--- src/rtl/orb_fast_ram_arbiter.sv ---
// Round-robin arbiter sharing the single-port FAST keypoint SRAM between the
// detector write stream and the circle-drawer read stream.
module orb_fast_ram_arbiter #(
    parameter int X_MAX       = 400,
    parameter int Y_MAX       = 400,
    parameter int PIXEL_DEPTH = 1,
    parameter int AW          = $clog2(X_MAX) + 1
) (
    input  logic                   clk,
    input  logic                   n_rst,
    input  logic                   wr_req,
    input  logic [AW-1:0]          wr_x,
    input  logic [AW-1:0]          wr_y,
    input  logic [PIXEL_DEPTH-1:0] wr_dat,
    output logic                   wr_gnt,
    input  logic                   rd_req,
    input  logic [AW-1:0]          rd_x,
    input  logic [AW-1:0]          rd_y,
    output logic                   rd_gnt,
    output logic                   rd_valid,
    output logic [PIXEL_DEPTH-1:0] rd_dat,
    output logic [AW-1:0]          x_addr,
    output logic [AW-1:0]          y_addr,
    output logic                   wen,
    output logic                   ren,
    output logic [PIXEL_DEPTH-1:0] wdat,
    input  logic [PIXEL_DEPTH-1:0] rdat
);

    logic [AW-1:0] req_x [2];
    logic [AW-1:0] req_y [2];
    logic [1:0]    in_range;

    assign req_x[0] = wr_x;
    assign req_y[0] = wr_y;
    assign req_x[1] = rd_x;
    assign req_y[1] = rd_y;

    // Coordinates are two's complement; sign-extend before comparing against the image size.
    generate
        for (genvar gi = 0; gi < 2; gi++) begin : g_bounds
            logic signed [31:0] sx;
            logic signed [31:0] sy;
            assign sx = 32'(signed'(req_x[gi]));
            assign sy = 32'(signed'(req_y[gi]));
            assign in_range[gi] = (sx >= 0) && (sx < X_MAX) && (sy >= 0) && (sy < Y_MAX);
        end
    endgenerate

    logic last_rd_reg;
    logic wr_win;
    logic rd_win;

    always_comb begin
        wr_win = wr_req && (!rd_req || last_rd_reg);
        rd_win = rd_req && !wr_win;
    end

    assign wr_gnt = wr_win;
    assign rd_gnt = rd_win;

    logic [AW-1:0]          x_addr_reg;
    logic [AW-1:0]          y_addr_reg;
    logic [PIXEL_DEPTH-1:0] wdat_reg;
    logic                   wen_reg;
    logic                   ren_reg;
    logic                   s1_rd_reg;
    logic                   s1_inr_reg;
    logic                   rd_valid_reg;
    logic                   s2_inr_reg;
    logic [PIXEL_DEPTH-1:0] rd_hold_reg;

    always_ff @(posedge clk or negedge n_rst) begin
        if (!n_rst) begin
            last_rd_reg  <= 1'b1;
            x_addr_reg   <= '0;
            y_addr_reg   <= '0;
            wdat_reg     <= '0;
            wen_reg      <= 1'b0;
            ren_reg      <= 1'b0;
            s1_rd_reg    <= 1'b0;
            s1_inr_reg   <= 1'b0;
            rd_valid_reg <= 1'b0;
            s2_inr_reg   <= 1'b0;
            rd_hold_reg  <= '0;
        end else begin
            // Out-of-range grants still flow down the pipe so reads return a (zero) result.
            wen_reg    <= wr_win && in_range[0];
            ren_reg    <= rd_win && in_range[1];
            s1_rd_reg  <= rd_win;
            s1_inr_reg <= in_range[1];
            if (wr_win) begin
                x_addr_reg  <= wr_x;
                y_addr_reg  <= wr_y;
                wdat_reg    <= wr_dat;
                last_rd_reg <= 1'b0;
            end else if (rd_win) begin
                x_addr_reg  <= rd_x;
                y_addr_reg  <= rd_y;
                last_rd_reg <= 1'b1;
            end
            rd_valid_reg <= s1_rd_reg;
            s2_inr_reg   <= s1_inr_reg;
            if (rd_valid_reg) begin
                rd_hold_reg <= rd_dat;
            end
        end
    end

    // SRAM data arrives in the rd_valid cycle, so it is steered through combinationally.
    always_comb begin
        rd_dat = rd_hold_reg;
        if (rd_valid_reg) begin
            rd_dat = s2_inr_reg ? rdat : '0;
        end
    end

    assign rd_valid = rd_valid_reg;
    assign x_addr   = x_addr_reg;
    assign y_addr   = y_addr_reg;
    assign wdat     = wdat_reg;
    assign wen      = wen_reg;
    assign ren      = ren_reg;

endmodule

--- config.mk ---
export PLATFORM = sky130hd
export DESIGN_NAME = orb_fast_ram_arbiter
export DESIGN_NICKNAME = d
export VERILOG_FILES = /design/src/rtl/orb_fast_ram_arbiter.sv
export SDC_FILE = /design/constraint.sdc
export NUM_CORES = 1
export LEC_CHECK = 0
export CORE_ASPECT_RATIO = 0.5
export CORE_MARGIN = 2
export CORE_UTILIZATION = 38
export DETAILED_ROUTE_END_ITERATION = 7
export HOLD_SLACK_MARGIN = 0.1
export PLACE_DENSITY = 0.79
export SETUP_SLACK_MARGIN = 0.05
export SYNTH_ARGS = -nofsm -noshare
export SYNTH_HDL_FRONTEND = slang
export SYNTH_SLANG_ARGS = --single-unit
--- constraint.sdc ---
create_clock -name clk -period 1.6 [get_ports clk]
set_input_delay 0.48 -clock clk [delete_from_list [all_inputs] [get_ports clk]]
set_output_delay 0.48 -clock clk [all_outputs]
set_load 0.1 [all_outputs]
## Word-level counts from Yosys, hierarchy flattened

Index checks and enable logic that the tools add are counted.

| word-level totals | value |
|---|---|
| register bits | 29 |
| input bits | 46 |
| word-level logic and storage cells | 41 |
| output and inout port bits | 27 |

| cells by class | value |
|---|---|
| reduce and logical (&&, ||, !) cells | 14 |
| magnitude comparators | 8 |
| mux-type cells | 8 |

Operators by type and width:

| kind | number |
|---|---|
| $ge 10x1->1 const B | 4 |
| $lt 10x10->1 const B | 4 |
| $mux 10 | 4 |
| $logic_and 1x1->1 | 10 |
| $mux 1 | 4 |
| $logic_not 1->1 | 2 |
| $reduce_bool 2->1 | 1 |
| $logic_or 1x1->1 | 1 |

## Depth between registers and ports, before layout

Gate-level depths: netlist of run 1.

| depth | value |
|---|---|
| depth after elaboration | 7 |
| mapped depth | 6 |

## Least setup slack after synthesis of run 1

No wires, ideal clock.

| timing | value |
|---|---|
| path kind | register -> output |
| start | register rd_valid_reg (netlist: rd_valid) |
| end | output port rd_dat |
| cell stages (with the launch flop) | 2 |
| buffers on the path | 0 |
| setup slack | -1.902 ns |
| arrival time | 3.022 ns |
| data required time | 1.120 ns |
| path through | dfrtp_1 -> o21ai_0 |

| between the ends | value |
|---|---|
| cells in the longest elaborated chain, start to end | 1 |

RTL lines:

| what | line | RTL |
|---|---|---|
| start: declaration | 69 | `logic rd_valid_reg;` |
| start signal: assignment | 102 | `rd_valid_reg <= s1_rd_reg;` |
| $mux 1 | 113 | `if (rd_valid_reg) begin` |
| end: declaration | 21 | `output logic [PIXEL_DEPTH-1:0] rd_dat,` |

No other way between the ends.

## Worst setup path after layout of run 1

| timing | value |
|---|---|
| start | register last_rd_reg |
| end | output port rd_gnt |

| between the ends | value |
|---|---|
| cells in the longest elaborated chain, start to end | 4 |

RTL lines:

| what | line | RTL |
|---|---|---|
| start: declaration | 50 | `logic last_rd_reg;` |
| start signal: assignment | 75 | `last_rd_reg <= 1'b1;` |
| start signal: assignment | 96 | `last_rd_reg <= 1'b0;` |
| start signal: assignment | 100 | `last_rd_reg <= 1'b1;` |
| $logic_or 1x1->1 | 55 | `wr_win = wr_req && (!rd_req \|\| last_rd_reg);` |
| $logic_and 1x1->1 | 55 |  |
| $logic_not 1->1 | 56 | `rd_win = rd_req && !wr_win;` |
| $logic_and 1x1->1 | 56 |  |
| end: declaration | 19 | `output logic rd_gnt,` |

No other way between the ends.

==> results of run 1 <==
==> area by class of cell <==
type	count	area [um2]
repair buffers	95	1180
inverters	3	11.3
multi-input cells	78	563
flip-flops and latches	29	731
clock buffers	5	68.8
fillers	184	718
well taps	51	63.8
clock inverters	3	65.1
==> cells by family (layout without fill, tap and decap cells) <==
| logic type | after synthesis | after routing | synth area share |
|---|---|---|---|
| DFF | 29 | 29 | 0.546 |
| buffers and inverters | 12 | 106 | 0.0554 |
| muxes | 21 | 21 | 0.161 |
| and+or+nand+nor | 30 | 30 | 0.125 |
| AOI/OAI and AO/OA | 27 | 27 | 0.113 |
==> synthesized netlist by cell type <==
| cell type | number | area [um2] |
|---|---|---|
| mux2i_1 | 20 | 200 |
| nand2_1 | 2 | 7.51 |
| and4bb_1 | 1 | 12.5 |
| o21ai_0 | 4 | 20.0 |
| buf_4 | 3 | 22.5 |
| nand2b_4 | 1 | 13.8 |
| clkbuf_1 | 2 | 7.51 |
| buf_2 | 2 | 10.0 |
| inv_2 | 1 | 3.75 |
| nor4_1 | 1 | 6.26 |
| mux2_4 | 1 | 15.0 |
| inv_1 | 2 | 7.51 |
| o311ai_1 | 2 | 17.5 |
| nor2_1 | 1 | 3.75 |
| dfstp_2 | 1 | 26.3 |
| nand3_1 | 21 | 105 |
| dfrtp_1 | 28 | 701 |
| o311ai_0 | 2 | 17.5 |
| buf_6 | 2 | 22.5 |
| o21ai_1 | 19 | 95.1 |
| and2_1 | 1 | 6.26 |
| nor3_1 | 1 | 5.00 |
| nand2_2 | 1 | 6.26 |
==> worst reg2reg max path, cell delays in order, from the launching register on <==
cell      delay [ns]
dfstp_2         0.54
nand2b_4        0.14
nand2_4         0.05
inv_2           0.09
buf_4           0.12
mux2_4          0.28
==> worst min-delay path by stage <==
stage / from / to / slack [ns]
final: s1_inr_reg$_DFF_PN0_ / s2_inr_reg$_DFF_PN0_ / 0.36
after CTS: s1_inr_reg$_DFF_PN0_ / s2_inr_reg$_DFF_PN0_ / 0.36
after global routing: s1_inr_reg$_DFF_PN0_ / s2_inr_reg$_DFF_PN0_ / 0.36
after detailed placement: s1_inr_reg$_DFF_PN0_ / s2_inr_reg$_DFF_PN0_ / 0.34
after global placement: s1_inr_reg$_DFF_PN0_ / s2_inr_reg$_DFF_PN0_ / 0.33
after floorplan: n_rst / rd_hold_reg$_DFFE_PN0P_ / 0.18
==> repair_timing <==
item                                   CTS  global route
pin swaps                                3             1
setup endpoints to repair                4             4
setup buffers                            2             1
gates resized for setup                  5             3
endpoints found under the hold margin    0             0
==> routing by layer <==
layer	vias up	GRT usage	part of all wire
met3	12	0.0688	0.047
met5	-	0	0
met2	50	0.371	0.51
met4	0	0.111	0.026
met1	652	0.304	0.42
li1	615	-	-
==> power by group through the flow <==
stage	combinational (mW)	sequential, mW	clock (mW)
2_1_floorplan	0.229	1.44	0
3_3_place_gp	1.34	0.923	0
3_5_place_dp	1.36	0.927	0
4_1_cts	1.37	0.917	0.932
5_1_grt	1.42	0.925	0.979
6_report	1.37	0.918	0.912
==> summary.md, run 1 <==
| Metric | Value |
|---|---|
| Status | `finished, violations left` |
| Failing checks | `setup timing` |
| Leak pwr | `1.21 nW` |
| Worst EP arrival | `1.32 ns` |
| Netlist cell types | `23` |
| Share of layout cells above drive strength 1 | `0.315` |
| Post-Syn Instances | `119` |
| Max-slew violations | `0` |
| Die area | `4030 um2` |
| Worst slew pin tran | `0.333 ns` |
| Detailed Route Iter0 Violations | `117` |
| Routed vias/inst | `5.03` |
| Placed Instances | `253` |
| Critical path class | `flop to output port` |
| Placed cell area | `2500 um2` |
| CTS Hold Bufs | `0` |
| First-pass GRT wire length | `6800 um` |
| Num rows | `15` |
| Ys Warns | `0` |
| CTS tree | `yes` |
| N_diodes | `0` |
| Comb pwr share | `0.428` |
| Worst R2R Setup Slack | `0.26 ns` |
| Clock Latency Late Sink | `0.28 ns` |
| Post-Route WL | `4330 um` |
| Pwr Total | `3.20 mW` |
| Area growth syn-to-layout | `101%` |
| Slew HR | `0.774` |
| Layout Skew | `0.00502 ns` |
| R2R cell count | `5` |
| Die span in y | `45.9 um` |
| RSZ-0062 raised after global routing | `true` |
| IO Port Bufs | `72` |
| Clock share of power | `0.285` |
| Total iterations of the first detailed-routing run | `4` |
| Initial Util | `0.392` |
| Final Hold Viols | `0` |
| Hold path depth | `0` |
| Final min period | `1.80 ns` |
| R2R Path Start | `last_rd_reg$_DFFE_PN1P_` |
| CP Depth | `4` |
| Psw | `1.22 mW` |
| Hold Crit Class | `flop to flop` |
| Setup crit end kind | `output port` |
| Cts bufs inserted | `5` |
| Root Buffer | `clkbuf_8` |
| GRT overflow | `0` |
| DR DRC count | `0` |
| Clock tree buffer depth | `2` |
| Hold WS | `0.356 ns` |
| Final period util | `1.12` |
| # IOs | `73` |
| Worst slack, placed | `-0.448 ns` |
| Mean Syn Cell Area | `11.2 um2` |
| Most frequent cells in the layout | `42 x clkdlybuf4s50_1, 28 x buf_12, 27 x dfrtp_1` |
| Final Non-Filler Cells | `264` |
| H-tree levels | `2` |
| Type of origin of the critical path | `flop` |
| Nets | `258` |
| Core ar. | `3400 um2` |
| Yosys reg bits | `29` |
| Commonest non-fill, non-tap cell in the layout | `clkdlybuf4s50_1` |
| Critical Path RT | `1.12 ns` |
| Initial antenna violation count | `0` |
| Largest net degree at the start of global routing | `30` |
| Peak VDD IR | `0.965 mV` |
| Util after Layout | `0.789` |
| Max-Cap Viols | `0` |
| Max stage delay cell, worst path | `dfstp_2` |
| Peak fanout along the critical path | `3` |
| RR Endpoint | `wdat$_DFFE_PN0P_` |
| Setup TNS Final | `-0.371 ns` |
| Critical Path Max Stage Delay | `0.54 ns` |
| Clock sink count | `29` |
| ANT nets after route | `0` |
| Post-Syn Area | `1330 um2` |
| Die Wd | `87.7 um` |
| Via count | `1,329` |
| Drt wl/cell | `16.4 um` |
| Pwr Density | `1200 nW/um2` |
| Sequential element share of the synthesized area | `0.546` |
| CP delay by family, top | `flip-flops` |
| Detailed-placement wirelength estimate | `3050 um` |
| Setup-failing EPs final | `3` |
| Critical-path cell list | `nand2b_4 > nand2_4 > and2_4 > buf_12` |
| Cell area after layout | `2680 um2` |
| Post-synth net total | `165` |
| Worst Setup SP | `last_rd_reg$_DFFE_PN1P_` |
| Max Clk Rate | `556 MHz` |
| Sw frac | `0.381` |
| GRT Total Usage | `0.236` |
| PnR worst setup slack | `-0.199 ns` |
| Gpl congestion | `0.835` |
| CP Capture Point | `rd_gnt` |
| Worst-path clk slew | `0.07 ns` |
| Int Pwr | `1.98 mW` |
| Flop pwr share | `0.287` |
| Crit path buf inv count | `1` |
| Vias in the first global route | `1,364` |
Power figures use the tool's default switching activity.
==> run 2: changes to the inputs <==
--- a/config.mk
+++ b/config.mk
@@ -8,6 +8,7 @@
 export CORE_ASPECT_RATIO = 0.5
 export CORE_MARGIN = 2
 export CORE_UTILIZATION = 38
+export CTS_CLUSTER_DIAMETER = 150
 export DETAILED_ROUTE_END_ITERATION = 7
 export HOLD_SLACK_MARGIN = 0.1
 export PLACE_DENSITY = 0.79
==> results of run 2 <==
Final layout, timing and power as in run 1 (identical DEF).
==> run 3: changes to the inputs <==
--- a/config.mk
+++ b/config.mk
@@ -9,6 +9,7 @@
 export CORE_MARGIN = 2
 export CORE_UTILIZATION = 38
 export CTS_CLUSTER_DIAMETER = 150
+export CTS_CLUSTER_SIZE = 20
 export DETAILED_ROUTE_END_ITERATION = 7
 export HOLD_SLACK_MARGIN = 0.1
 export PLACE_DENSITY = 0.79
==> constraint.sdc (replaced) <==
create_clock -name clk -period 2 [get_ports clk]
set_input_delay 0.6 -clock clk [delete_from_list [all_inputs] [get_ports clk]]
set_output_delay 0.6 -clock clk [all_outputs]
set_load 0.1 [all_outputs]
==> run 3 against run 2 <==
  * The flow now finishes without violations
  * Global-route usage decreased by 1.7 points
  * Sequential power down 20%
  * Wire length down 2.2%
  * Final area down 6.7%
  * Die area unchanged
  * Clock skew shrank 0.0016 ns
  * Via count fell by 3.4%
  * Setup slack improved by 0.28 ns
  * Critical endpoint unchanged
  * Largest cell class unchanged
  * Largest power group unchanged
==> summary.md, run 3 (same netlist as run 1, synthesis figures left out) <==
| Metric | Value |
|---|---|
| Via count | `1,284 (-3.4%)` |
| Share of layout cells above drive strength 1 | `0.261 (-0.0532)` |
| Nets | `244 (-5.4%)` |
| Die Wd | `87.7 um (unchanged)` |
| M3 GR Usage | `0.0543 (-0.0145)` |
| Max stage delay cell, worst path | `dfstp_2` |
| Util after Layout | `0.736 (-0.0527)` |
| Final Non-Filler Cells | `250 (-5.3%)` |
| Final min period | `1.92 ns` |
| Detailed-placement wirelength estimate | `2930 um (-3.9%)` |
| Largest net degree at the start of global routing | `30 (unchanged)` |
| Placed Instances | `241 (-4.7%)` |
| Final period util | `0.961` |
| Layout Skew | `0.00342 ns (-0.00161 ns)` |
| Slew HR | `0.765 (-0.00904)` |
| Met2 GRT Util | `0.380 (+0.00909)` |
| # IOs | `73 (unchanged)` |
| Cts bufs inserted | `5 (unchanged)` |
| Clock sink count | `29 (unchanged)` |
| Critical Path Max Stage Delay | `0.53 ns (about the same)` |
| RSZ-0062 raised after global routing | `false` |
| Critical-path cell list | `nand2b_4 > nand2_4 > and2_4 > buf_12` |
| Critical Path RT | `1.40 ns (+0.28 ns)` |
| Drt wl/cell | `16.9 um (+3.3%)` |
| Peak fanout along the critical path | `3 (unchanged)` |
| H-tree levels | `2 (unchanged)` |
| Leak pwr | `1.11 nW (-8.0%)` |
| FILL cells | `209 (+14%)` |
| First-pass GRT wire length | `6490 um (-4.6%)` |
| N_diodes | `0 (unchanged)` |
| Most frequent cells in the layout | `42 x clkdlybuf4s50_1, 27 x buf_12, 27 x dfrtp_1` |
| Type of origin of the critical path | `flop` |
| Routed vias/inst | `5.14 (+2.0%)` |
| Worst EP arrival | `1.32 ns (about the same)` |
| Layer with the highest usage | `met2` |
| Max-Cap Viols | `0 (unchanged)` |
| Detailed Route Iter0 Violations | `53 (-55%)` |
| Initial antenna violation count | `0 (unchanged)` |
| Grt met1 use | `0.272 (-0.0328)` |
| Vias in the first global route | `1,303 (-4.5%)` |
| Die span in y | `45.9 um (unchanged)` |
| Worst slew pin tran | `0.348 ns (+0.0144 ns)` |
| Multi-input gate area | `556 um2 (-1.3%)` |
| Root Buffer | `clkbuf_8` |
| Critical path class | `flop to output port` |
| GRT overflow | `0 (unchanged)` |
| CTS tree | `yes` |
| GRT Total Usage | `0.218 (-0.0174)` |
| Max-slew violations | `0 (unchanged)` |
| CTS Hold Bufs | `0 (unchanged)` |
| Total iterations of the first detailed-routing run | `4 (unchanged)` |
| Peak VDD IR | `0.443 mV (-54%)` |
| Final Hold Viols | `0 (unchanged)` |
| Clock Latency Late Sink | `0.28 ns (about the same)` |
| Num rows | `15 (unchanged)` |
| Pwr Total | `2.30 mW (-28%)` |
| Status | `finished, final reports clean` |
| Max Clk Rate | `521 MHz` |
| Gpl congestion | `0.807 (-3.3%)` |
| Core ar. | `3400 um2 (unchanged)` |
| IO Port Bufs | `72 (unchanged)` |
| Pwr Density | `919 nW/um2 (-23%)` |
| Commonest non-fill, non-tap cell in the layout | `clkdlybuf4s50_1` |
| ANT nets after route | `0 (unchanged)` |
| Setup-failing EPs final | `0 (-3)` |
| FF/Latch Area | `728 um2 (-0.34%)` |
| DR DRC count | `0 (unchanged)` |
| Post-Route WL | `4240 um (-2.2%)` |
| Hold Crit Class | `flop to flop` |
| Initial Util | `0.392 (unchanged)` |
| Worst-path clk slew | `0.06 ns (about the same)` |
| Die area | `4030 um2 (unchanged)` |
| Area growth syn-to-layout | `87.6%` |
| Setup crit end kind | `output port` |
| Clock tree buffer depth | `2 (unchanged)` |
[run 3: power breakdown]
| part | switching, mW | total [mW] | leakage (nW) | internal, mW |
|---|---|---|---|---|
| logic | 0.661 | 1.07 | 0.713 | 0.410 |
| clock network | 0.213 | 0.493 | 0.0455 | 0.280 |
| registers | 0.0747 | 0.733 | 0.355 | 0.659 |
| total | 0.949 | 2.30 | 1.11 | 1.35 |
[run 3: path summary, 6_finish.rpt]
| check | start | endpoint | slack [ns] | depth (start not counted) |
|---|---|---|---|---|
| setup / recovery | last_rd_reg$_DFFE_PN1P_ | rd_gnt | 0.08 | 4 |
| hold / removal | s1_rd_reg$_DFF_PN0_ | rd_valid$_DFF_PN0_ | 0.35 | 0 |
| setup reg to reg | last_rd_reg$_DFFE_PN1P_ | wdat$_DFFE_PN0P_ | 0.47 | 5 |
| hold reg to reg | s1_rd_reg$_DFF_PN0_ | rd_valid$_DFF_PN0_ | 0.35 | 0 |
| max in group asynchronous | n_rst | last_rd_reg$_DFFE_PN1P_ | 0.99 | 2 |
| min in group asynchronous | n_rst | y_addr[5]$_DFFE_PN0P_ | 0.70 | 2 |
[run 3: per-layer routing]
metal / part of all wire / routed length [um]
met3: 0.044 / 187
met4: 0.012 / 50
met2: 0.52 / 2180
met5: 0 / 0
met1: 0.43 / 1820
[run 3: per-stage QoR]
step | cell area (um2) | worst slack [ns] | TNS (ns) | hold WS (ns)
2_1_floorplan | 1350 | 0.143 | 0 | 0.304
6_report | 2500 | 0.0789 | 0 | 0.354
5_1_grt | 2500 | 0.0395 | 0 | 0.363
4_1_cts | 2490 | 0.0160 | 0 | 0.352
3_3_place_gp | 2400 | -0.227 | -0.423 | 0.335
3_5_place_dp | 2400 | -0.243 | -0.505 | 0.336
[run 3: worst max-delay path: cells and delay by family, from the launching register on]
kind	cells	cell delay (ns)
buffers and inverters	1	0.16
DFF	1	0.53
and+or+nand+nor	3	0.34
[run 3: what timing repair did]
| action | CTS | global route |
|---|---|---|
| setup endpoints to repair | 3 | 1 |
| resized for setup | 4 | 3 |
| pin swaps | 0 | 1 |
| buffers inserted | 0 | 1 |
[run 3: area by class of cell]
cell class,count,share of cell area
sequential,29,0.291
multi-input combinational,78,0.222
tap,51,0.0255
timing repair buffer,81,0.420
inverter,3,0.00450
clock buffer,8,0.0360
